## src/rtl/lsu_periph_bridge.sv

```systemverilog
// rtl/lsu_periph_bridge.sv - LSU to peripheral-bus bridge with pipeline stall (optional abort: PERIPH_TIMEOUT_EN)
module lsu_periph_bridge #(
  parameter int unsigned TIMEOUT_CYCLES = 64
) (
  input  logic        clk,
  input  logic        rst_n,
  input  logic [31:0] addr,
  input  logic [31:0] wdata,
  input  logic [3:0]  be,
  input  logic        rd_req,
  input  logic        wr_req,
  output logic        stall,
  output logic [31:0] toLSU,
  output logic        p_valid,
  input  logic        p_ready,
  output logic [31:0] p_addr,
  output logic [31:0] p_wdata,
  output logic        p_we,
  output logic [3:0]  p_be,
  input  logic        p_rvalid,
  input  logic [31:0] p_rdata,
  input  logic        p_err
);

  // No-data marker: the downstream mux falls back to data-memory read data.
  localparam logic [31:0] SENT_NONE = 32'hDEAD_BEEF;
  // Failed access marker: bus error or abandoned transaction.
  localparam logic [31:0] SENT_ERR  = 32'hBABE_CAFE;

  typedef enum logic [1:0] {
    S_IDLE,
    S_REQ,
    S_RESP,
    S_DONE
  } state_e;

  state_e      state_q;
  logic        p_valid_q;
  logic [31:0] p_addr_q;
  logic [31:0] p_wdata_q;
  logic        p_we_q;
  logic [3:0]  p_be_q;
  logic [31:0] hold_q;
  logic        periph;
  logic        timeout_hit;

  // Any access with a non-zero address byte [15:8] targets the peripheral window.
  assign periph = (addr[15:8] != 8'h00) & (rd_req | wr_req);

`ifdef PERIPH_TIMEOUT_EN
  localparam int unsigned CNT_W = (TIMEOUT_CYCLES > 2) ? $clog2(TIMEOUT_CYCLES) : 1;
  logic [CNT_W-1:0] cnt_q;

  // Counter spans REQ and RESP together; it is cleared when REQ is entered.
  assign timeout_hit = (cnt_q == CNT_W'(TIMEOUT_CYCLES - 1));
`else
  localparam int unsigned UNUSED_TIMEOUT_CYCLES = TIMEOUT_CYCLES;
  assign timeout_hit = 1'b0;
`endif

  // Transaction FSM: latch request, handshake, capture response, one data cycle.
  always_ff @(posedge clk or negedge rst_n) begin
    if (!rst_n) begin
      state_q   <= S_IDLE;
      p_valid_q <= 1'b0;
      p_addr_q  <= 32'h0;
      p_wdata_q <= 32'h0;
      p_we_q    <= 1'b0;
      p_be_q    <= 4'h0;
      hold_q    <= SENT_NONE;
`ifdef PERIPH_TIMEOUT_EN
      cnt_q     <= '0;
`endif
    end else begin
      case (state_q)
        S_IDLE: begin
          if (periph) begin
            // A simultaneous read and write is treated as a write.
            p_addr_q  <= addr;
            p_wdata_q <= wdata;
            p_we_q    <= wr_req;
            p_be_q    <= wr_req ? be : 4'hF;
            p_valid_q <= 1'b1;
            state_q   <= S_REQ;
`ifdef PERIPH_TIMEOUT_EN
            cnt_q     <= '0;
`endif
          end
        end
        S_REQ: begin
`ifdef PERIPH_TIMEOUT_EN
          cnt_q <= cnt_q + 1'b1;
`endif
          // Acceptance wins over an expiring timeout in the same cycle.
          if (p_ready) begin
            p_valid_q <= 1'b0;
            state_q   <= S_RESP;
          end else if (timeout_hit) begin
            p_valid_q <= 1'b0;
            hold_q    <= SENT_ERR;
            state_q   <= S_DONE;
          end
        end
        S_RESP: begin
`ifdef PERIPH_TIMEOUT_EN
          cnt_q <= cnt_q + 1'b1;
`endif
          if (p_rvalid) begin
            // Write acks carry no data, so a clean write reports the no-data marker.
            if (p_err) begin
              hold_q <= SENT_ERR;
            end else if (p_we_q) begin
              hold_q <= SENT_NONE;
            end else begin
              hold_q <= p_rdata;
            end
            state_q <= S_DONE;
          end else if (timeout_hit) begin
            hold_q  <= SENT_ERR;
            state_q <= S_DONE;
          end
        end
        S_DONE: begin
          // The pipeline still holds the request here; it must not be reissued.
          state_q <= S_IDLE;
        end
        default: begin
          state_q <= S_IDLE;
        end
      endcase
    end
  end

  // Stall starts combinationally on the hit so the pipeline freezes in cycle 0.
  assign stall   = ((state_q == S_IDLE) & periph) | (state_q == S_REQ) | (state_q == S_RESP);
  assign toLSU   = (state_q == S_DONE) ? hold_q : SENT_NONE;
  assign p_valid = p_valid_q;
  assign p_addr  = p_addr_q;
  assign p_wdata = p_wdata_q;
  assign p_we    = p_we_q;
  assign p_be    = p_be_q;

endmodule

```

## config.mk

```make
export PLATFORM = sky130hd
export DESIGN_NAME = lsu_periph_bridge
export DESIGN_NICKNAME = d
export VERILOG_FILES = /design/src/rtl/lsu_periph_bridge.sv
export SDC_FILE = /design/constraint.sdc
export NUM_CORES = 1
export LEC_CHECK = 0
export ABC_CLOCK_PERIOD_IN_PS = 1500
export CAP_MARGIN = 0
export CORE_ASPECT_RATIO = 0.7
export CORE_MARGIN = 5
export CORE_UTILIZATION = 37
export CTS_CLUSTER_SIZE = 16
export DETAILED_ROUTE_END_ITERATION = 10
export PLACE_DENSITY = 0.8
export SETUP_SLACK_MARGIN = 0.1
export SLEW_MARGIN = 40
export SYNTH_ARGS = -nofsm -noshare
export SYNTH_HDL_FRONTEND = slang
export SYNTH_SLANG_ARGS = --single-unit
```

## constraint.sdc

```tcl
create_clock -name clk -period 1.5 [get_ports clk]
set_input_delay 0.225 -clock clk [delete_from_list [all_inputs] [get_ports clk]]
set_output_delay 0.225 -clock clk [all_outputs]
set_load 0.02 [all_outputs]
```

==> results.toml <==
[synthesis]
syn-cell-area_um2 = 4300
yosysUniqueCellTypes = 28
synth_top_family_by_area = "multiplexers"
yosysTopAreaCell = "dfrtp_1"
synth_nets = 426
synth.top_cells.by_area = "dfrtp_1, mux2_1, dfstp_2, nand2b_1, o22a_1"
avgSynthCellArea_um2 = 13.6
synth_cells = 315
synth-xor-area-share = 0
synth_mux_area_frac = 0.175
synth_warnings = 0
synth_compound_gate_area_share = 0.0807
ys_ff_latch = 104
synthSimpleGateAreaFrac = 0.0851
netlist.area_leader.share = 0.466
synthAdderAreaFrac = 0.0117
ys_seq_area_frac = 0.613

[die]
num_rows = 32
initial_core_util = 0.385
core-area_um2 = 11200
ios = 210
die-height_um = 100
fp.dieW_um = 139
die_area_um2 = 13900

[critical_path]
slowest_delay_ns = 0.45
crit_slowest_cell = "dfrtp_2"
path_buf_inv = 5
cp_max_fo = 5
worstPathArrival_ns = 1.93
crit_path_cell_trace = "inv_2 > ha_4 > o221ai_4 > buf_6 > buf_12 > buf_6 > buf_6 > mux2_4"
cp.required_ns = 1.72
critPathMostFrequentCell = "buf_6"
startpoint_type = "register"
critPathKind = "reg2reg"
critPathTopFamily = "buffers and inverters"
crit_path_end_kind = "register"

[route]
drtIter0Drc = 98
via_count = 3534
postRouteAntennaNets = 0
vias_per_cell = 4.89
drt_wl_total_um = 14200
drc_errors = 0
routedWlPerCell_um = 19.7
dr.pass1.iters = 4

[placed_design]
dp_cells = 681
globalplace.congestion = 0.770
place_hpwl_um = 9030
port_buffers = 209

[cts]
cts_root_buffer = "clkbuf_16"
cts_tree = "built"
cts_made_buffers = 9
clk_path_buf_depth = 2
htreeDepth = 3
insertion_delay_ns = 0.33
cts_sinks = 104
path_clk_slew_ns = 0.07

[outcome]
failed_checks = "negative setup slack"
status = "finished with violations"

[finish]
stdcell_count = 723
final_net_count = 676
final_common_cell = "clkdlybuf4s50_1"
nFillCells = 707
post-route-util = 0.720
syn2layout_area_growth_pct = 87.3
diodes = 0
drive_gt1_frac = 0.421
final_cell_mix = "clkdlybuf4s50_1, dfrtp_1, dlygate4sd2_1, buf_6, mux2_4"

[sta]
hold_violations = 0
min_period_ns = 1.72
clock_skew_ns = 0.00415
rsz0062_at_grt = "yes"
min_period_over_period = 1.14
fmaxAchievable_mhz = 582
worst_slack_ns = -0.217
relSlewSlack = 0.773
setup_viol = 123
tightest_slew_ns = 0.341
drv_slew = 0

[hold_path]
hold_class = "in2reg"

[power_and_ir_drop]
worst_ir_drop_vdd_mv = 1.13
power_mw = 16.8
power_density_nw_per_um2 = 2090
cellLeakagePower_nw = 3.71

[grt]
grt_antenna_before_repair = 0
grt_use_total = 0.182
grt_pass1_vias = 3776
grt_overflow_total = 0
grt_pass1_wl_um = 20300
grt_max_degree = 45

[flow_run]
max-cap-violations = 0
power by group:
group | internal, mW | switching [mW]
sequential | 4.27 | 0.767
combinational | 4.98 | 4.41
clock | 1.35 | 1.04
worst register-to-register path, cell delays in order (launching register included):
cell      delay [ns]
dfrtp_2         0.45
inv_2           0.10
ha_4            0.16
o221ai_4        0.10
buf_6           0.15
buf_12          0.14
buf_6           0.12
buf_6           0.11
mux2_4          0.29
state kept, by name, summed over array words and instances (netlist names):
signal   cells
state_q      2
p_valid      1
hold_q      32
p_wdata     32
p_we         1
p_be         4
p_addr      32
layer usage:
metal	part of all wire	vias up	track usage
met3	0.096	10	0.0962
li1	-	1610	-
met4	0.0071	0	0.0368
met1	0.40	1766	0.227
met5	0	-	0
met2	0.49	148	0.284
what timing repair did:
| action | in CTS | in global routing |
|---|---|---|
| gates resized for setup | 308 | 144 |
| setup endpoints to repair | 207 | 138 |
| cloned | 3 | 9 |
| pin swaps | 5 | 21 |
| hold endpoints to repair | 22 | 0 |
| hold buffers | 1 | 0 |
| setup buffers | 11 | 6 |
cell usage after synthesis:
master / count
nand2_1: 19
o32a_1: 1
inv_1: 5
mux2i_1: 1
nor3_1: 1
and2_1: 9
o22ai_1: 1
or4_1: 2
dfstp_2: 24
nor2b_1: 5
buf_6: 7
nor2_1: 8
a22o_1: 4
o31ai_1: 7
o22a_1: 17
ha_1: 4
buf_1: 1
nand2b_1: 24
o21ai_1: 4
or3_1: 1
o21ai_0: 5
dfrtp_1: 80
o221ai_2: 1
a221oi_1: 1
mux2_1: 66
a21oi_1: 5
clkbuf_1: 11
buf_2: 1
final cells by class:
cell class | count | area (um2) | area share
repair buffers | 259 | 2750 | 0.342
clock buffers | 10 | 239 | 0.0297
flip-flops and latches | 104 | 2640 | 0.328
multi-input cells | 186 | 2140 | 0.266
well taps | 153 | 191 | 0.0238
clock inverters | 6 | 67.6 | 0.00840
inverters | 5 | 18.8 | 0.00233
cells by family after synthesis:
| group | after synthesis |
|---|---|
| mux | 67 |
| compound gates | 46 |
| buf+inv | 25 |
| fa+ha+maj | 4 |
| flops | 104 |
| simple gates | 69 |
through the flow:
step	setup TNS, ns	area [um2]	worst slack [ns]	hold slack (ns)
2_1_floorplan	-11.94	4340	-0.192	-0.0706
3_3_place_gp	-66.99	6750	-0.850	0.151
3_5_place_dp	-70.28	6750	-0.852	0.153
4_1_cts	-22.66	7270	-0.293	0.105
5_1_grt	-22.28	8040	-0.256	0.0912
6_report	-16.47	8040	-0.217	0.105
path summary, 6_finish.rpt:
kind	slack, ns	depth (start not counted)	to	startpoint
setup / recovery	-0.22	8	p_addr[14]	state_q[0]
hold / removal	0.11	2	p_addr[10]	addr[10]
setup reg to reg	-0.22	8	p_addr[14]	state_q[0]
hold reg to reg	0.48	2	p_be[1]	p_be[1]
max in group asynchronous	0.55	3	hold_q[16]	rst_n
min in group asynchronous	0.33	2	p_addr[31]	rst_n
Power figures use the tool's default switching activity.
